`src/rtl/spi_slave_sync.sv`:
```
`default_nettype none
// ============================================================================
// Module      : spi_slave_sync
// Description : SPI slave running entirely in the system clock domain. SCK, CS
//               and MOSI are oversampled through synchronisers. A FRAME_W-bit
//               word is snapshotted at CS assertion and shifted out MSB first
//               in any SPI mode; MOSI is deserialised into bytes and the frame
//               length is checked when CS rises.
// Revision    : 1.0 - initial release
// ============================================================================
module spi_slave_sync #(
    parameter int FRAME_W = 40,
    parameter int CPOL    = 0,
    parameter int CPHA    = 0
) (
    input  logic               i_clk,
    input  logic               i_rst,
    input  logic [FRAME_W-1:0] i_tx_data,
    input  logic               i_SPI_CLK,
    input  logic               i_SPI_CS,
    input  logic               i_SPI_MOSI,
    output logic               o_SPI_MISO,
    output logic               o_miso_oe,
    output logic               o_tx_latched,
    output logic [7:0]         o_rx_byte,
    output logic               o_rx_valid,
    output logic               o_frame_done,
    output logic               o_frame_err
);

    localparam int                 c_CNT_W    = $clog2(FRAME_W + 2);
    localparam logic [c_CNT_W-1:0] c_CNT_DONE = c_CNT_W'(FRAME_W);
    localparam logic [c_CNT_W-1:0] c_CNT_SAT  = c_CNT_W'(FRAME_W + 1);

    typedef enum logic [1:0] {
        ST_WAIT  = 2'd0,
        ST_IDLE  = 2'd1,
        ST_LOAD  = 2'd2,
        ST_SHIFT = 2'd3
    } state_t;

    state_t r_state;
    state_t w_state_nxt;

    // [0],[1] are the synchroniser flops, [2] is the edge-detect history stage
    logic [2:0] r_sck_pipe;
    logic [2:0] r_cs_pipe;
    logic [1:0] r_mosi_pipe;

    logic w_sck_rise;
    logic w_sck_fall;
    logic w_sck_lead;
    logic w_sck_trail;
    logic w_sample;
    logic w_drive;
    logic w_cs_fall;
    logic w_cs_rise;
    logic w_drive_ok;

    // Registered strobes; MOSI is captured alongside so it stays aligned
    logic r_sample_stb;
    logic r_drive_stb;
    logic r_cs_rise_stb;
    logic r_mosi_smp;

    logic [FRAME_W-1:0] r_tx_sr;
    logic [c_CNT_W-1:0] r_bit_cnt;
    logic [2:0]         r_byte_cnt;
    logic [7:0]         r_rx_sr;
    logic [7:0]         r_rx_byte;
    logic               r_rx_valid;
    logic               r_miso;
    logic               r_miso_oe;
    logic               r_frame_done;
    logic               r_frame_err;

    // Synchronise the asynchronous SPI pins and keep one history stage
    always_ff @(posedge i_clk or posedge i_rst) begin
        if (i_rst) begin
            r_sck_pipe  <= 3'b000;
            r_cs_pipe   <= 3'b000;
            r_mosi_pipe <= 2'b00;
        end else begin
            r_sck_pipe  <= {r_sck_pipe[1:0], i_SPI_CLK};
            r_cs_pipe   <= {r_cs_pipe[1:0], i_SPI_CS};
            r_mosi_pipe <= {r_mosi_pipe[0], i_SPI_MOSI};
        end
    end

    assign w_sck_rise  = r_sck_pipe[1] & ~r_sck_pipe[2];
    assign w_sck_fall  = ~r_sck_pipe[1] & r_sck_pipe[2];
    assign w_sck_lead  = (CPOL == 0) ? w_sck_rise : w_sck_fall;
    assign w_sck_trail = (CPOL == 0) ? w_sck_fall : w_sck_rise;
    assign w_sample    = (CPHA == 0) ? w_sck_lead : w_sck_trail;
    assign w_drive     = (CPHA == 0) ? w_sck_trail : w_sck_lead;
    assign w_cs_fall   = ~r_cs_pipe[1] & r_cs_pipe[2];
    assign w_cs_rise   = r_cs_pipe[1] & ~r_cs_pipe[2];

    // In CPHA=0 the first bit is presented at LOAD, so a drive edge seen
    // before any sample edge must not advance the shifter
    assign w_drive_ok  = (CPHA != 0) || (r_bit_cnt != '0);

    // Register the mode-resolved edge strobes
    always_ff @(posedge i_clk or posedge i_rst) begin
        if (i_rst) begin
            r_sample_stb  <= 1'b0;
            r_drive_stb   <= 1'b0;
            r_cs_rise_stb <= 1'b0;
            r_mosi_smp    <= 1'b0;
        end else begin
            r_sample_stb  <= w_sample;
            r_drive_stb   <= w_drive;
            r_cs_rise_stb <= w_cs_rise;
            r_mosi_smp    <= r_mosi_pipe[1];
        end
    end

    // State register
    always_ff @(posedge i_clk or posedge i_rst) begin
        if (i_rst) begin
            r_state <= ST_WAIT;
        end else begin
            r_state <= w_state_nxt;
        end
    end

    // Next-state logic; WAIT guards against a frame already in progress
    always_comb begin
        w_state_nxt = r_state;
        case (r_state)
            ST_WAIT:  if (r_cs_pipe[1])  w_state_nxt = ST_IDLE;
            ST_IDLE:  if (w_cs_fall)     w_state_nxt = ST_LOAD;
            ST_LOAD:                     w_state_nxt = ST_SHIFT;
            ST_SHIFT: if (r_cs_rise_stb) w_state_nxt = ST_IDLE;
            default:                     w_state_nxt = ST_WAIT;
        endcase
    end

    // Frame datapath: TX snapshot/shift, RX deserialiser, frame-length check
    always_ff @(posedge i_clk or posedge i_rst) begin
        if (i_rst) begin
            r_tx_sr      <= '0;
            r_bit_cnt    <= '0;
            r_byte_cnt   <= 3'd0;
            r_rx_sr      <= 8'h00;
            r_rx_byte    <= 8'h00;
            r_rx_valid   <= 1'b0;
            r_miso       <= 1'b0;
            r_miso_oe    <= 1'b0;
            r_frame_done <= 1'b0;
            r_frame_err  <= 1'b0;
        end else begin
            r_rx_valid   <= 1'b0;
            r_frame_done <= 1'b0;
            r_frame_err  <= 1'b0;
            case (r_state)
                ST_LOAD: begin
                    r_bit_cnt  <= '0;
                    r_byte_cnt <= 3'd0;
                    r_rx_sr    <= 8'h00;
                    r_miso_oe  <= 1'b1;
                    if (CPHA == 0) begin
                        r_miso  <= i_tx_data[FRAME_W-1];
                        r_tx_sr <= {i_tx_data[FRAME_W-2:0], 1'b0};
                    end else begin
                        r_miso  <= 1'b0;
                        r_tx_sr <= i_tx_data;
                    end
                end
                ST_SHIFT: begin
                    if (r_cs_rise_stb) begin
                        r_frame_done <= (r_bit_cnt == c_CNT_DONE);
                        r_frame_err  <= (r_bit_cnt != c_CNT_DONE);
                        r_miso_oe    <= 1'b0;
                        r_miso       <= 1'b0;
                    end else if (r_sample_stb) begin
                        r_rx_sr    <= {r_rx_sr[6:0], r_mosi_smp};
                        r_byte_cnt <= r_byte_cnt + 3'd1;
                        if (r_bit_cnt != c_CNT_SAT) begin
                            r_bit_cnt <= r_bit_cnt + c_CNT_W'(1);
                        end
                        if (r_byte_cnt == 3'd7) begin
                            r_rx_byte  <= {r_rx_sr[6:0], r_mosi_smp};
                            r_rx_valid <= 1'b1;
                        end
                    end else if (r_drive_stb && w_drive_ok) begin
                        // Zero fill makes MISO read 0 once every bit is out
                        r_miso  <= r_tx_sr[FRAME_W-1];
                        r_tx_sr <= {r_tx_sr[FRAME_W-2:0], 1'b0};
                    end
                end
                default: begin
                    r_miso_oe <= 1'b0;
                    r_miso    <= 1'b0;
                end
            endcase
        end
    end

    assign o_SPI_MISO   = r_miso;
    assign o_miso_oe    = r_miso_oe;
    assign o_tx_latched = (r_state == ST_LOAD);
    assign o_rx_byte    = r_rx_byte;
    assign o_rx_valid   = r_rx_valid;
    assign o_frame_done = r_frame_done;
    assign o_frame_err  = r_frame_err;

endmodule
`default_nettype wire

```
`config.mk`:
```
export PLATFORM = sky130hd
export DESIGN_NAME = spi_slave_sync
export DESIGN_NICKNAME = d
export VERILOG_FILES = /design/src/rtl/spi_slave_sync.sv
export SDC_FILE = /design/constraint.sdc
export NUM_CORES = 1
export LEC_CHECK = 0
export BUFFER_PORTS_ARGS = -buffer_cell sky130_fd_sc_hd__buf_2
export CAP_MARGIN = 10
export CORE_MARGIN = 2
export CORE_UTILIZATION = 60
export CTS_BUF_LIST = sky130_fd_sc_hd__clkbuf_8
export DETAILED_ROUTE_END_ITERATION = 16
export GPL_TIMING_DRIVEN = 0
export PLACE_DENSITY = 0.82
export REMOVE_ABC_BUFFERS = 1
export SLEW_MARGIN = 20
export SYNTH_ARGS = -nofsm -noshare
export SYNTH_HDL_FRONTEND = slang
export SYNTH_SLANG_ARGS = --single-unit
export TNS_END_PERCENT = 30
```
`constraint.sdc`:
```
create_clock -name i_clk -period 4.82 [get_ports i_clk]
set_input_delay 0.723 -clock i_clk [delete_from_list [all_inputs] [get_ports i_clk]]
set_output_delay 0.723 -clock i_clk [all_outputs]
set_load 0.005 [all_outputs]
```
==> flow_summary.toml, run 1 <==
[routing]
drc = 0
wirelength_um = 6370
wl_per_cell_um = 15.1
viasPerCell = 5.33
first_pass_iters = 4
dr_total_vias = 2248
ant_nets = 0
drt_iter0_drc = 106

[placement]
port_buffers = 58
place.gp.congestion = 0.723
hpwlAfterDp_um = 4570
pre_cts_ws_ns = 2.21
dpl_cell_area_mm2 = 0.00414

[global_route]
met1_usage = 0.255
met3_usage = 0.0596
grt_use_met2 = 0.333
grt-ovfl-total = 0
grt_first_pass_wirelength_um = 11100
track_usage = 0.201
antenna_found_initial = 0
top_usage_layer = "met2"
first_global_vias = 2404
grt_max_degree = 61

[critical_path]
cp_slowest_cell = "o31ai_4"
r2r_cells = 6
crit_chain = "ha_2 -> nand2b_1 -> o31ai_4 -> buf_6 -> buf_8 -> mux2_2"
path_delay_family = "compound AO/OA/AOI/OAI gates"
crit_path_max_fanout = 17
critPathBufInv = 2
arrival_ns = 2.81
crit_path_end_kind = "flop"
worst-path-stages = 6
crit_required_ns = 5.04
cp-start-kind = "flop"
max_stage_delay_ns = 0.66
critical_path_class = "flop to flop"

[clocking]
cts_root_buf = "clkbuf_8"
cts.reportedPaths.clkPinSlew_ns = 0.09
clockBufferDepth = 2
cts_sinks = 82
insertion_delay_ns = 0.34
cts_buffers = 9
ctsHoldBuffers = 0
cts_resized = 0
tritoncts = "done"
ctsHtreeMaxLevel = 3
post-cts-setup-buffer-count = 0

[floorplanning]
core-area_mm2 = 0.00596
die_w_um = 83.0
start_util = 0.628
num_rows = 28
dieArea_mm2 = 0.00688
die_h_um = 83.0
top_level_ports = 59

[logic_synthesis]
yosys.area.top_type = "dfrtp_1"
synth_area_per_cell_um2 = 13.3
syn-instance-count = 281
synth_seq_cells = 82
ys_types = 33
ys_seq_area_frac = 0.549
syn_area_mm2 = 0.00374
yosys_warnings = 0
synth_area_leaders = "dfrtp_1 (55%), mux2_2 (23%), mux2_4 (3.6%), ha_1 (3.3%), nand2_1 (3.0%)"
yosysTopAreaCellShare = 0.549

[timing]
worst_slack_ns = 2.23
hold_viol = 0
tightest_slew_ns = 0.766
setup_tns_ns = 0
slew_violations = 0
slew_headroom = 0.489
fmax_ghz = 0.387
finalSetupViolCount = 0
period_share = 0.537
rsz0062_at_grt = "no"
min_period_ns = 2.59
clock-skew-final_ns = 0.00860

[power]
ir_worst_vdd_mv = 0.369
intPower_w = 0.00172
switchingPower_w = 0.000753
comb_power_share = 0.381
switching_share = 0.304
leakage_nw = 2.08
cellPowerDensity_mw_per_mm2 = 570
clock_power_share = 0.202
sequentialPowerShare = 0.417

[finish]
syn_to_final_growth_pct = 16.1
drive_gt1_frac = 0.487
fillers = 423
n_antenna_cell = 0
fin_area_mm2 = 0.00434
layout.nets = 397

[job]
cap_violations = 0

[status]
outcome = "complete, no violations"

[worst_hold_path]
worstHoldPathType = "input pin to async pin"
==> metal layers <==
layer / share of wire / up-vias
met2: 0.51 / 45
li1: - / 1095
met3: 0.048 / 5
met1: 0.43 / 1103
met5: 0 / -
met4: 0.0091 / 0
==> worst register-to-register path: stages (launching register included) <==
cell      delay, ns
dfrtp_1        0.42
ha_2           0.44
nand2b_1       0.20
o31ai_4        0.66
buf_6          0.25
buf_8          0.16
mux2_2         0.34
==> registers in the layout, summed over array words and instances (netlist names), 2 cells and up <==
name         flops
r_state          2
r_byte_cnt       3
o_rx_byte        8
r_sck_pipe       3
r_mosi_pipe      2
r_cs_pipe        3
r_rx_sr          7
r_tx_sr         39
r_bit_cnt        6
==> synth_stat cells, drive strengths merged <==
library cell	count
nor2	8
mux2i	1
xor2	3
nand2	30
clkbuf	4
nand2b	4
nand3b	2
o311ai	1
o21ai	12
a221oi	1
nor3	2
nor4	1
a21oi	2
nand3	3
buf	9
o21a	1
o22ai	1
nor2b	4
and3	1
inv	8
nand4	2
and3b	1
ha	10
mux2	85
dfrtp	82
o31ai	3
==> cell families (layout without fill, tap and decap cells) <==
| kind of cell | count (synthesis) | in the layout | synth area share |
|---|---|---|---|
| fa+ha+maj | 10 | 10 | 0.0335 |
| xor+xnor | 3 | 3 | 0.00703 |
| simple gates | 58 | 58 | 0.0773 |
| compound gates | 21 | 21 | 0.0368 |
| buf+inv | 21 | 87 | 0.0291 |
| flops | 82 | 82 | 0.549 |
| mux | 86 | 86 | 0.268 |
==> path summary, 6_finish.rpt <==
kind	slack, ns	startpoint	endpoint
worst min-delay path	0.34	i_rst	r_mosi_smp
worst min register to register	0.35	r_mosi_pipe[1]	r_mosi_smp
worst max register to register	2.23	r_state[1]	r_tx_sr[11]
max in group asynchronous	3.90	i_rst	r_tx_sr[15]
min in group i_clk	0.35	r_mosi_pipe[1]	r_mosi_smp
worst max-delay path	2.23	r_state[1]	r_tx_sr[11]
==> power groups by stage <==
stage          registers (W)  clock network (W)  logic [W]
2_1_floorplan        0.00100                  0   0.000757
3_3_place_gp         0.00103                  0   0.000881
3_5_place_dp         0.00105                  0   0.000952
4_1_cts              0.00104           0.000515   0.000956
5_1_grt              0.00106           0.000541    0.00104
6_report             0.00103           0.000500   0.000942
==> cell usage in the layout (no fill, tap or decap), types with 4 or more instances in the layout <==
cell type	synthesis	routed
nor2b_1	4	4
ha_1	10	9
dfrtp_1	82	82
buf_2	3	58
mux2_4	9	9
nand2_1	30	30
clkbuf_8	0	10
o21ai_0	12	12
mux2_2	76	76
nor2_1	8	8
inv_1	8	7
==> final cells by class <==
class | count | area, um2 | area share
clock buffers | 10 | 138 | 0.0317
clock inverters | 6 | 66.3 | 0.0153
inverters | 8 | 32.5 | 0.00749
multi-input cells | 178 | 1580 | 0.364
flip-flops and latches | 82 | 2050 | 0.472
well taps | 75 | 93.8 | 0.0216
repair buffers | 63 | 379 | 0.0873
==> through the flow <==
stage | instances | utilization | total power, W | hold WS [ns]
CTS | 422 | 0.729 | 0.00251 | 0.339
global route | 422 | 0.729 | 0.00264 | 0.356
global placement | 401 | 0.679 | 0.00191 | 0.336
detailed placement | 406 | 0.695 | 0.00200 | 0.335
floorplan | 268 | - | 0.00176 | 0.331
finish | 422 | 0.729 | 0.00248 | 0.339
Power figures use the tool's default switching activity.
==> run 2: changes to the inputs <==
--- a/config.mk
+++ b/config.mk
@@ -8,11 +8,11 @@
 export BUFFER_PORTS_ARGS = -buffer_cell sky130_fd_sc_hd__buf_2
 export CAP_MARGIN = 10
 export CORE_MARGIN = 2
-export CORE_UTILIZATION = 60
+export CORE_UTILIZATION = 53
 export CTS_BUF_LIST = sky130_fd_sc_hd__clkbuf_8
 export DETAILED_ROUTE_END_ITERATION = 16
 export GPL_TIMING_DRIVEN = 0
-export PLACE_DENSITY = 0.82
+export PLACE_DENSITY = 0.76
 export REMOVE_ABC_BUFFERS = 1
 export SLEW_MARGIN = 20
 export SYNTH_ARGS = -nofsm -noshare
==> constraint.sdc (replaced) <==
create_clock -name i_clk -period 2.32 [get_ports i_clk]
set_input_delay 0.348 -clock i_clk [delete_from_list [all_inputs] [get_ports i_clk]]
set_output_delay 0.348 -clock i_clk [all_outputs]
set_load 0.005 [all_outputs]
==> run 2 against run 1 <==
Against the previous run:
- global-route usage down 1.9 points
- first-iteration DRC count down 37%
- wire length down 1.0%
- register-to-register slack worse by 2.1 ns
- critical path type unchanged
==> flow_summary.toml, run 2 (synthesis gave the netlist of run 1 again) <==
[floorplanning]
top_level_ports = 59
core-area_mm2 = 0.00679
die_h_um = 88
num_rows = 30
dieArea_mm2 = 0.00774
die_w_um = 88
start_util = 0.550

[critical_path]
critPathBufInv = 2
crit_path_max_fanout = 15
crit_chain = "ha_4 -> nand2b_1 -> o31ai_4 -> buf_8 -> buf_8 -> mux2_2"
worst_path_most_repeated_cell = "buf_8"
crit_required_ns = 2.55
path_delay_family = "flip-flops"
max_stage_delay_ns = 0.46
crit_path_end_kind = "flop"
cp_slowest_cell = "dfrtp_1"
critical_path_class = "flop to flop"
arrival_ns = 2.39
cp-start-kind = "flop"

[clocking]
clockBufferDepth = 2
cts_buffers = 9
cts.reportedPaths.clkPinSlew_ns = 0.08
ctsHoldBuffers = 0
cts_root_buf = "clkbuf_8"
tritoncts = "done"
cts_sinks = 82
ctsHtreeMaxLevel = 3
insertion_delay_ns = 0.35

[routing]
dr_total_vias = 2254
drc = 0
wirelength_um = 6310
wl_per_cell_um = 14.2
viasPerCell = 5.08
first_pass_iters = 4
ant_nets = 0
drt_iter0_drc = 67

[global_route]
antenna_found_initial = 0
grt_max_degree = 47
first_global_vias = 2374
grt-ovfl-total = 0
grt_first_pass_wirelength_um = 10700
track_usage = 0.182

[timing]
hold_viol = 0
period_share = 0.932
slew_headroom = 0.613
rsz0062_at_grt = "no"
tightest_slew_ns = 0.577
finalSetupViolCount = 0
whs_ns = 0.0272
setup_tns_ns = 0
min_period_ns = 2.16
slew_violations = 0
clock-skew-final_ns = 0.00551
fmax_ghz = 0.463

[power]
ir_worst_vdd_mv = 0.583
cellPowerDensity_mw_per_mm2 = 1200
total_power_w = 0.00532
leakage_nw = 2.10

[finish]
regMostFlops = "r_tx_sr"
seq_area_mm2 = 0.00205
final_common_cell = "dfrtp_1"
n_antenna_cell = 0
layout.nets = 398
largest_reg_flops = 39
syn_to_final_growth_pct = 18.2
fillers = 532
drive_gt1_frac = 0.491
multi_input_area_mm2 = 0.00160
final_cell_mix = "dfrtp_1 (82), mux2_2 (76), buf_2 (58)"
finalNonFillerCells = 444

[placement]
port_buffers = 58
place_inst = 427
hpwlAfterDp_um = 4390
place.gp.congestion = 0.714

[worst_hold_path]
worstHoldPathType = "input pin to async pin"

[job]
cap_violations = 0

[status]
outcome = "complete, no violations"
[run 2: cell type report]
type,count,share of cell area
clock buffers,10,0.0311
flip-flops and latches,82,0.464
multi-input cells,178,0.361
inverters,8,0.00736
repair buffers,64,0.0909
clock inverters,6,0.0184
well taps,96,0.0272
[run 2: worst paths after layout]
| kind | cells after the start | slack (ns) | end | from |
|---|---|---|---|---|
| setup / recovery | 6 | 0.16 | r_tx_sr[34] | r_state[0] |
| setup reg to reg | 6 | 0.16 | r_tx_sr[34] | r_state[0] |
| max in group asynchronous | 3 | 1.71 | r_tx_sr[15] | i_rst |
| hold / removal | 2 | 0.03 | o_rx_byte[0] | i_rst |
| min in group i_clk | 1 | 0.11 | r_cs_pipe[0] | i_SPI_CS |
| hold reg to reg | 0 | 0.35 | r_mosi_smp | r_mosi_pipe[1] |
[run 2: timing repair]
item,4_1_cts,5_1_grt
endpoints found under the setup margin,47,25
pin swaps,1,1
resized for setup,2,1
buffers inserted,1,0
[run 2: per-stage QoR]
stage / worst slack (ns) / util / area (um2)
after floorplan: -1.28 / - / 3660
after global placement: -2.24 / 0.599 / 4070
after detailed placement: -0.382 / 0.615 / 4180
after CTS: 0.0243 / 0.650 / 4420
after global routing: 0.0503 / 0.651 / 4420
final: 0.158 / 0.651 / 4420
[run 2: power by group]
part | leakage [nW] | internal [W] | switching, W
Combinational | 0.951 | 0.00122 | 0.000822
Clock | 0.113 | 0.000628 | 0.000496
Sequential | 1.03 | 0.00189 | 0.000262
[run 2: routing by layer]
layer,up-vias,part of all wire,global-route usage
met2,47,0.49,0.312
met5,-,0,0
li1,1097,-,-
met1,1098,0.44,0.213
met3,12,0.049,0.0509
met4,0,0.019,0.0839
